### src/rtl/jtkicker_psgbridge.sv
// jtkicker_psgbridge: write bridge between the 6809 main bus and NCH
// SN76489-compatible PSGs. Each chip has a data latch, a small FIFO of
// pending writes and a wr_n/ready handshake FSM. The CPU is stalled only
// when a chip's FIFO is full.
//
// Parameters:
//   NCH - number of PSG chips (1-4)
//   QAW - FIFO address width, depth = 2**QAW entries per chip
//
// Ports:
//   clk, rst          - 24 MHz clock, asynchronous active-high reset
//   cpu_cen           - CPU bus clock enable (all CPU-side sampling)
//   latch_cs[NCH]     - data latch select per chip
//   trig_cs[NCH]      - write trigger select per chip (rising-edge detected)
//   cpu_dout[8]       - CPU write data
//   cpu_wait          - combinational: CPU must hold its cycle (push blocked)
//   psg_din[8*NCH]    - data to chip i on bits [8i+7:8i]
//   psg_wrn[NCH]      - active-low write strobe per chip
//   psg_rdy[NCH]      - chip ready (high = idle)
//   busy[NCH]         - queue non-empty or handshake in progress
//   err[NCH]          - sticky handshake timeout flag
//
// Build option: JTKICKER_PSGTOUT_EN adds an 8-bit handshake timeout per chip
// (255 clk). Without it the FSM waits indefinitely and err is tied low.

module jtkicker_psgbridge #(
  parameter int unsigned NCH = 2,
  parameter int unsigned QAW = 2
) (
  input  logic             clk,
  input  logic             rst,
  input  logic             cpu_cen,
  input  logic [NCH-1:0]   latch_cs,
  input  logic [NCH-1:0]   trig_cs,
  input  logic [7:0]       cpu_dout,
  output logic             cpu_wait,
  output logic [8*NCH-1:0] psg_din,
  output logic [NCH-1:0]   psg_wrn,
  input  logic [NCH-1:0]   psg_rdy,
  output logic [NCH-1:0]   busy,
  output logic [NCH-1:0]   err
);

  localparam int unsigned DEPTH = 2**QAW;
  localparam int unsigned CW    = QAW + 1;

  typedef enum logic [1:0] {
    IDLE    = 2'd0,
    STROBE  = 2'd1,
    RELEASE = 2'd2
  } state_t;

  logic [NCH-1:0] wait_c;

  assign cpu_wait = |wait_c;

  for (genvar i = 0; i < NCH; i++) begin : g_ch
    logic [7:0]     latch_q;
    logic           trig_q;
    logic           pend_q;
    logic [7:0]     pend_val_q;
    logic [QAW-1:0] wr_ptr_q;
    logic [QAW-1:0] rd_ptr_q;
    logic [CW-1:0]  count_q;
    logic [7:0]     mem_q [DEPTH];
    state_t         state_q;
    logic           wrn_q;
    logic [7:0]     din_q;

    logic           push_new;
    logic           req;
    logic [7:0]     req_val;
    logic           full;
    logic           pop;
    logic           accept;

    // Push request: new trigger edge or a previously blocked push.
    // While a push is pending the CPU is stalled, so new edges are ignored.
    always_comb begin
      push_new = cpu_cen & trig_cs[i] & ~trig_q;
      req      = pend_q | push_new;
      req_val  = pend_q ? pend_val_q : (latch_cs[i] ? cpu_dout : latch_q);
      full     = (count_q == CW'(DEPTH));
      pop      = (state_q == IDLE) && (count_q != '0) && psg_rdy[i];
      accept   = req & (~full | pop);
    end

    // A pending push keeps cpu_wait high through the clk that accepts it.
    assign wait_c[i] = pend_q | (push_new & full & ~pop);

    // CPU-side capture and FIFO bookkeeping.
    always_ff @(posedge clk or posedge rst) begin
      if (rst) begin
        latch_q    <= 8'd0;
        trig_q     <= 1'b0;
        pend_q     <= 1'b0;
        pend_val_q <= 8'd0;
        wr_ptr_q   <= '0;
        rd_ptr_q   <= '0;
        count_q    <= '0;
      end else begin
        if (cpu_cen) begin
          trig_q <= trig_cs[i];
          if (latch_cs[i]) latch_q <= cpu_dout;
        end
        if (accept) wr_ptr_q <= wr_ptr_q + QAW'(1);
        if (pop)    rd_ptr_q <= rd_ptr_q + QAW'(1);
        count_q <= count_q + CW'(accept) - CW'(pop);
        pend_q  <= req & ~accept;
        if (req & ~accept) pend_val_q <= req_val;
      end
    end

    // FIFO storage, contents are don't-care until written.
    always_ff @(posedge clk) begin
      if (accept) mem_q[wr_ptr_q] <= req_val;
    end

`ifdef JTKICKER_PSGTOUT_EN
    logic [7:0] tout_q;
    logic       err_q;
    logic       advance;

    assign advance = ((state_q == STROBE)  & ~psg_rdy[i]) |
                     ((state_q == RELEASE) &  psg_rdy[i]);
    assign err[i]  = err_q;
`else
    assign err[i]  = 1'b0;
`endif

    // Handshake FSM: pop -> wrn low until ready falls -> wait ready high.
    always_ff @(posedge clk or posedge rst) begin
      if (rst) begin
        state_q <= IDLE;
        wrn_q   <= 1'b1;
        din_q   <= 8'd0;
`ifdef JTKICKER_PSGTOUT_EN
        tout_q  <= 8'd0;
        err_q   <= 1'b0;
`endif
      end else begin
        case (state_q)
          IDLE: begin
            if (pop) begin
              din_q   <= mem_q[rd_ptr_q];
              wrn_q   <= 1'b0;
              state_q <= STROBE;
            end
          end
          STROBE: begin
            if (!psg_rdy[i]) begin
              wrn_q   <= 1'b1;
              state_q <= RELEASE;
            end
          end
          RELEASE: begin
            if (psg_rdy[i]) state_q <= IDLE;
          end
          default: begin
            wrn_q   <= 1'b1;
            state_q <= IDLE;
          end
        endcase
`ifdef JTKICKER_PSGTOUT_EN
        // Counter restarts on every phase change; 255 stuck clk aborts.
        tout_q <= ((state_q == IDLE) || advance) ? 8'd0 : tout_q + 8'd1;
        if ((state_q != IDLE) && !advance && (tout_q == 8'd254)) begin
          wrn_q   <= 1'b1;
          err_q   <= 1'b1;
          state_q <= IDLE;
          tout_q  <= 8'd0;
        end
`endif
      end
    end

    assign psg_din[8*i +: 8] = din_q;
    assign psg_wrn[i]        = wrn_q;
    assign busy[i]           = (count_q != '0) | (state_q != IDLE);
  end

endmodule

### config.mk
export PLATFORM = sky130hd
export DESIGN_NAME = jtkicker_psgbridge
export DESIGN_NICKNAME = d
export VERILOG_FILES = /design/src/rtl/jtkicker_psgbridge.sv
export SDC_FILE = /design/constraint.sdc
export NUM_CORES = 1
export LEC_CHECK = 0
export BUFFER_PORTS_ARGS = -buffer_cell sky130_fd_sc_hd__buf_2
export CORE_MARGIN = 2
export CORE_UTILIZATION = 35
export CTS_BUF_LIST = sky130_fd_sc_hd__clkbuf_8 sky130_fd_sc_hd__clkbuf_16
export CTS_CLUSTER_SIZE = 40
export DETAILED_ROUTE_END_ITERATION = 10
export SYNTH_ARGS = -nofsm -noshare
export SYNTH_HDL_FRONTEND = slang
export SYNTH_SLANG_ARGS = --single-unit
### constraint.sdc
create_clock -name clk -period 2.7 [get_ports clk]
set_input_delay 0.135 -clock clk [delete_from_list [all_inputs] [get_ports clk]]
set_output_delay 0.135 -clock clk [all_outputs]
set_load 0.02 [all_outputs]
==> metrics.txt, run 1 <==
Worst Hold Class=input port to flop; WL final=9662 µm; share of cells above drive strength 1=between 30% and 40%; CTS clk-pin slew, worst paths=50 ps; root buf cell=clkbuf_16; Max VDD drop=0.4692 mV; Initial Util=36.01%; die area=17450 µm²; Multi-input gate area=1852 µm²; initial antenna violation count=0; yosys warns=0; startpoint type of the worst setup path=flop; switch share=28.41%; min cycle time layout=2411 ps; Worst Tran Pin Value=752.8 ps; hold slack=18.80 ps; placed insts=600; Layout fillers=1398; Final Hold Viols=0; Routed Antenna Nets=0; Mapped Area=between 5000 and 6000 µm²; worst setup path category=flop to flop; Die H=~130 µm; via count=2973; total negative slack=0 ps; first-pass GRT wire length=16130 µm; I/O Buffers=37; Placer Congestion=between 0.6 and 0.7; TritonCTS clock tree=done; RSZ-0062 raised after global routing=false; internal power=roughly 5.3 mW; Flop pwr share=42.7%; Mean Syn Cell Area=16.13 µm²; Reg area=3726 µm²; Slew HR=49.74%; sw power=2.115 mW; WP data arrival=between 2000 and 3000 ps; DRC errors left=0; io pins=40; Core Region=15940 µm²; Finished Layout Cells=640; critical path capture point type=flop; drt pass-1 iters=5; Area Overhead vs Synth=19.98%; total global-route track usage=12.02%; Netlist cell types=31; clock sink total=136; fin. max-slew vios=0; ANT cells=0; largest net degree at the start of global routing=41; cells after synthesis=between 300 and 400; vias in the first global route=3121; CTS buffer count=17; Crit Path Max Fanout=4; Row Count=46; Final nets=442; clk buf depth=2; GRT overflow=0; later-pin clock latency in the skew report=410 ps; clock share of power=32.5%; Max H-tree Level=4; status=finished clean; Max Cap Viol=0; Period Utilization, post-route=89.29%; drt initial violations=around 130; Leakage Power=2.705 nW; Post-CTS Repair Setup Buffers=0; Detailed Place HPWL=roughly 6800 µm; final setup fails=0; Seq/Total Area, Yosys=64.89%; DR WL/cell=15.10 µm; fmax=between 400 and 500 MHz; cell area power density=1080 nW/µm²; Critical Path RT=3020 ps; CTS resizes=0; Die X=132.1 µm; FF+latch count, synth=136; Via density=around 4.6; skew final=7.646 ps; combinational share of power=24.8%
placed cells by master, fill, tap and decap left out, types with 2 or more instances in the layout:
master | Yosys | layout
dfstp_2 | 2 | 2
fa_1 | 2 | 2
mux2i_1 | 16 | 16
clkbuf_8 | 0 | 2
a2bb2oi_1 | 2 | 2
o21ai_0 | 20 | 20
clkinvlp_4 | 0 | 2
conb_1 | 1 | 2
nor2_1 | 2 | 2
clkinv_4 | 0 | 3
dlygate4sd3_1 | 0 | 8
or3b_4 | 2 | 2
mux2_2 | 52 | 52
and2_1 | 10 | 10
or3_2 | 2 | 2
ha_1 | 12 | 12
or3_1 | 2 | 2
clkinv_2 | 0 | 2
nor3_1 | 2 | 2
clkbuf_16 | 0 | 17
dfrtp_1 | 70 | 70
buf_4 | 5 | 6
a31o_2 | 2 | 2
edfxtp_1 | 64 | 64
xor2_1 | 3 | 3
nor3b_4 | 2 | 2
a211oi_4 | 2 | 2
mux4_2 | 16 | 16
bufinv_16 | 0 | 4
buf_2 | 5 | 37
xnor2_1 | 9 | 9
nand3b_1 | 2 | 2
nand3_1 | 2 | 2
inv_1 | 21 | 21
nand2_1 | 18 | 18
path summary, 6_finish.rpt:
check / startpoint / to / slack, ps / depth (start not counted)
worst max-delay path: g_ch[0].count_q[1] / g_ch[0].count_q[2] / 290 / 9
worst min-delay path: cpu_dout[6] / g_ch[0].latch_q[6] / 20 / 2
worst max register to register: g_ch[0].count_q[1] / g_ch[0].count_q[2] / 290 / 9
max in group asynchronous: rst / g_ch[1].wrn_q / 1550 / 4
worst min register to register: g_ch[0].wrn_q / g_ch[0].wrn_q / 480 / 2
min in group asynchronous: rst / g_ch[0].trig_q / 430 / 3
per-stage QoR:
stage | utilization, % | power [mW] | worst slack (ps) | area [µm²]
2_1_floorplan | - | 4.591 | 226.7 | 5746
3_3_place_gp | 38.75 | 4.993 | 359.8 | 6177
3_5_place_dp | 38.75 | 5.101 | 298.8 | 6177
4_1_cts | 43.21 | 7.556 | 284.2 | 6889
5_1_grt | 43.21 | 7.865 | 134.6 | 6889
6_report | 43.21 | 7.442 | 289.1 | 6889
flip-flops by register name (all words and copies together) (netlist names):
| name | flops |
|---|---|
| g_ch.pend_q | 2 |
| g_ch.wr_ptr_q | 4 |
| g_ch.count_q | 6 |
| g_ch.trig_q | 2 |
| g_ch.latch_q | 16 |
| g_ch.din_q | 16 |
| g_ch.state_q | 4 |
| g_ch.pend_val_q | 16 |
| g_ch.mem_q | 64 |
| g_ch.wrn_q | 2 |
| g_ch.rd_ptr_q | 4 |
synth_stat cells (all sizes together):
cell type | instances | share of area [%]
nand3 | 2 | 0.17
inv | 21 | 1.4
or3 | 4 | 0.48
xor2 | 3 | 0.46
o21ai | 20 | 1.7
mux4 | 16 | 6.3
nand2 | 18 | 1.2
a211oi | 2 | 0.70
a31o | 2 | 0.31
a2bb2oi | 2 | 0.31
conb | 1 | 0.065
clkbuf | 5 | 0.33
edfxtp | 64 | 33
nor3 | 2 | 0.17
dfstp | 2 | 0.92
nor2 | 2 | 0.13
nand3b | 2 | 0.26
nor3b | 2 | 0.65
xnor2 | 9 | 1.4
or3b | 2 | 0.39
dfrtp | 70 | 31
fa | 2 | 0.70
and2 | 10 | 1.1
mux2 | 52 | 10
mux2i | 16 | 2.8
buf | 12 | 1.2
or4 | 1 | 0.13
ha | 12 | 2.6
repair_timing:
item | in CTS | in global routing
hold buffers | 8 | 0
setup endpoints to repair | 0 | 0
endpoints found under the hold margin | 38 | 0
per-layer routing:
layer	wire length [µm]	global-route usage, %
met3	270	3.191
met1	4517	15.49
met4	149	5.616
met5	0	0
met2	4724	19.01
power groups by stage:
stage | clock network (mW) | registers [mW] | logic (mW)
2_1_floorplan | 0 | 3.19 | 1.41
3_3_place_gp | 0 | 3.19 | 1.80
3_5_place_dp | 0 | 3.23 | 1.87
4_1_cts | 2.47 | 3.20 | 1.89
5_1_grt | 2.55 | 3.28 | 2.04
6_report | 2.42 | 3.18 | 1.84
cell families after synthesis:
family,Yosys count,synth area share (%)
adders and majority gates,14,3.312
xor gates and xnor gates,12,1.831
other,1,0.06531
muxes,84,19.26
and+or+nand+nor,45,4.663
buffers and inverters,38,2.920
AOI/OAI and AO/OA,26,3.051
DFF,136,64.89
final cells by class:
| cell class | instances | share of cell area (%) |
|---|---|---|
| Clock inverter | 13 | 2.597 |
| Tap cell | 216 | 3.923 |
| Sequential cell | 136 | 54.09 |
| Timing Repair Buffer | 52 | 4.795 |
| Multi-Input combinational cell | 183 | 26.88 |
| Inverter | 21 | 1.144 |
| Clock buffer | 19 | 6.575 |
critical path, cell delays in order (launching register included):
cell and delay (ps):
dfrtp_1 430, or3_2 490, and2_1 190, ha_1 290, inv_1 60, ha_1 130, inv_1 50, fa_1 380
xnor2_1 190, xnor2_1 140
No activity file was read; power rests on OpenSTA's default activity.
==> inputs of run 2 (changes only) <==
--- a/config.mk
+++ b/config.mk
@@ -11,6 +11,7 @@
 export CTS_BUF_LIST = sky130_fd_sc_hd__clkbuf_8 sky130_fd_sc_hd__clkbuf_16
 export CTS_CLUSTER_SIZE = 40
 export DETAILED_ROUTE_END_ITERATION = 10
+export PLACE_DENSITY_LB_ADDON = 0.3
 export SYNTH_ARGS = -nofsm -noshare
 export SYNTH_HDL_FRONTEND = slang
 export SYNTH_SLANG_ARGS = --single-unit
==> run 2 against run 1 <==
  * Design area decreased by 0.93%
  * Clock skew decreased by 2.7 ps
  * Via count is 2.2% lower
  * Critical path type unchanged
  * Global-route usage rose by 0.48 points
  * Sequential share of layout area rose by 0.51 points
==> metrics.txt, run 2 (synthesized netlist as in run 1, its figures left out) <==
status=finished clean; Placed Area=6177 µm² (unchanged); die area=17450 µm² (unchanged); Via density=4.545 (-2.2%); Detailed Place HPWL=6768 µm (-0.19%); Post-CTS Repair Setup Buffers=0 (unchanged); Initial Util=36.01% (unchanged); Worst Tran Pin Value=648.6 ps (-104.3 ps); Placer Congestion=0.7212 (+5.5%); clock sink total=136 (unchanged); Core Region=15940 µm² (unchanged); Crit Path Max Fanout=4 (unchanged); R2R depth=9 (unchanged); Hold EP=g_ch[0].latch_q[1]; share of cells above drive strength 1=36.79% (+0.24 points); design area=6825 µm² (-0.93%); total negative slack=0 ps (unchanged); startpoint type of the worst setup path=flop; PnR Total Power=7.187 mW (-3.4%); CTS buffer count=17 (unchanged); initial antenna violation count=1 (+1); largest net degree at the start of global routing=73 (+78%); Post-Route Utilization=42.81% (-0.40 points); hold path cells=2 (unchanged); Die X=132.1 µm (unchanged); Largest Register=g_ch.mem_q; Worst Hold Class=input port to flop; Leakage Power=2.673 nW (-1.2%); min cycle time layout=2442 ps (+30.96 ps); WL final=9807 µm (+1.5%); Reg-to-Reg End=g_ch[0].count_q[2]; drt pass-1 iters=4 (-1); Max H-tree Level=4 (unchanged); critical path capture point type=flop; fin. max-slew vios=0 (unchanged); max reg flops=64 (unchanged); fmax=409.5 MHz (-1.3%); Max VDD drop=0.5154 mV (+9.8%); Row Count=46 (unchanged); DRC errors left=0 (unchanged); skew final=4.918 ps (-2.729 ps); most common cell after layout, fill and taps aside=dfrtp_1; Period Utilization, post-route=90.44% (+1.1 points); Area Overhead vs Synth=18.87%; root buf cell=clkbuf_16; Final nets=442 (unchanged); min-delay src=cpu_dout[1]; Slew HR=56.31% (+6.6 points); DR WL/cell=15.32 µm (+1.5%); RSZ-0062 raised after global routing=false; crit-path cells=or3_2 -> and2_1 -> ha_1 -> inv_1 -> ha_1 -> inv_1 -> fa_1 -> xnor2_1 -> xnor2_1; drt initial violations=140 (+8.5%); r2r setup slk=260 ps (-30 ps); ANT cells=0 (unchanged); io pins=40 (unchanged); Max Cap Viol=0 (unchanged); final setup fails=0 (unchanged); total global-route track usage=12.51% (+0.48 points); GRT overflow=0 (unchanged); most frequent cells in the layout=dfrtp_1 (70), edfxtp_1 (64), mux2_2 (52); vias in the first global route=3085 (-1.2%); Die H=132.1 µm (unchanged); I/O Buffers=37 (unchanged); cell area power density=1053 nW/µm² (-2.5%); first-pass GRT wire length=16360 µm (+1.4%); WP data arrival=2770 ps (+40 ps); TritonCTS clock tree=done; later-pin clock latency in the skew report=410 ps (about the same); Critical Path RT=3030 ps (about the same); Worst path max stage delay=500 ps (about the same); CP max stage cell=or3_2; Final Hold Viols=0 (unchanged); CTS clk-pin slew, worst paths=60 ps (about the same); worst setup path category=flop to flop; via count=2909 (-2.2%); clk buf depth=2 (unchanged); RR Startpoint=g_ch[0].count_q[1]; Routed Antenna Nets=0 (unchanged)
run 2: worst max-delay path by stage:
stage / from / to
after floorplan: g_ch[0].count_q[1] / g_ch[0].count_q[2]
after global placement: g_ch[0].count_q[1] / g_ch[0].count_q[2]
after detailed placement: g_ch[0].state_q[1] / g_ch[0].count_q[2]
after CTS: g_ch[0].state_q[1] / g_ch[0].count_q[2]
after global routing: g_ch[0].state_q[1] / g_ch[0].count_q[2]
final: g_ch[0].count_q[1] / g_ch[0].count_q[2]
run 2: worst max-delay path: cells and delay by family, from the launching register on:
kind | cells | cell delay, ps
fa+ha+maj | 3 | 790
buf+inv | 2 | 110
xor+xnor | 2 | 320
flops | 1 | 440
simple gates | 2 | 690
run 2: stage by stage:
stage / hold WS, ps / worst slack (ps) / std cells
4_1_cts: 14.15 / 234.6 / 640
6_report: 38.49 / 258.1 / 640
3_3_place_gp: 253.0 / 361.5 / 600
2_1_floorplan: 201.4 / 226.7 / 357
3_5_place_dp: 264.8 / 269.5 / 600
5_1_grt: 18.18 / 31.21 / 640
run 2: report_power, final:
part	total, mW	internal (mW)	switching (mW)
logic	1.84	0.976	0.864
registers	3.18	2.76	0.416
clock network	2.17	1.33	0.839
total	7.19	5.07	2.12
run 2: metal layers:
| layer | vias to the layer above | wire, µm | global-route usage [%] |
|---|---|---|---|
| li1 | 1392 | - | - |
| met1 | 1455 | 4400 | 15.02 |
| met2 | 51 | 4923 | 20.37 |
| met3 | 9 | 371 | 5.383 |
| met4 | 2 | 105 | 3.986 |
| met5 | - | 7 | 0 |
run 2: area by class of cell:
class / instances / area (µm²)
timing repair buffer: 52 / 330.3
inverter: 21 / 78.83
multi-input combinational: 183 / 1852
clock inverter: 12 / 101.3
sequential: 136 / 3726
tap: 216 / 270.3
clock buffer: 20 / 466.7
fill: 1444 / 9117
run 2: what timing repair did:
action,4_1_cts,5_1_grt
hold buffers,8,0
resized for setup,0,0
hold endpoints to repair,79,0
setup endpoints to repair,0,0
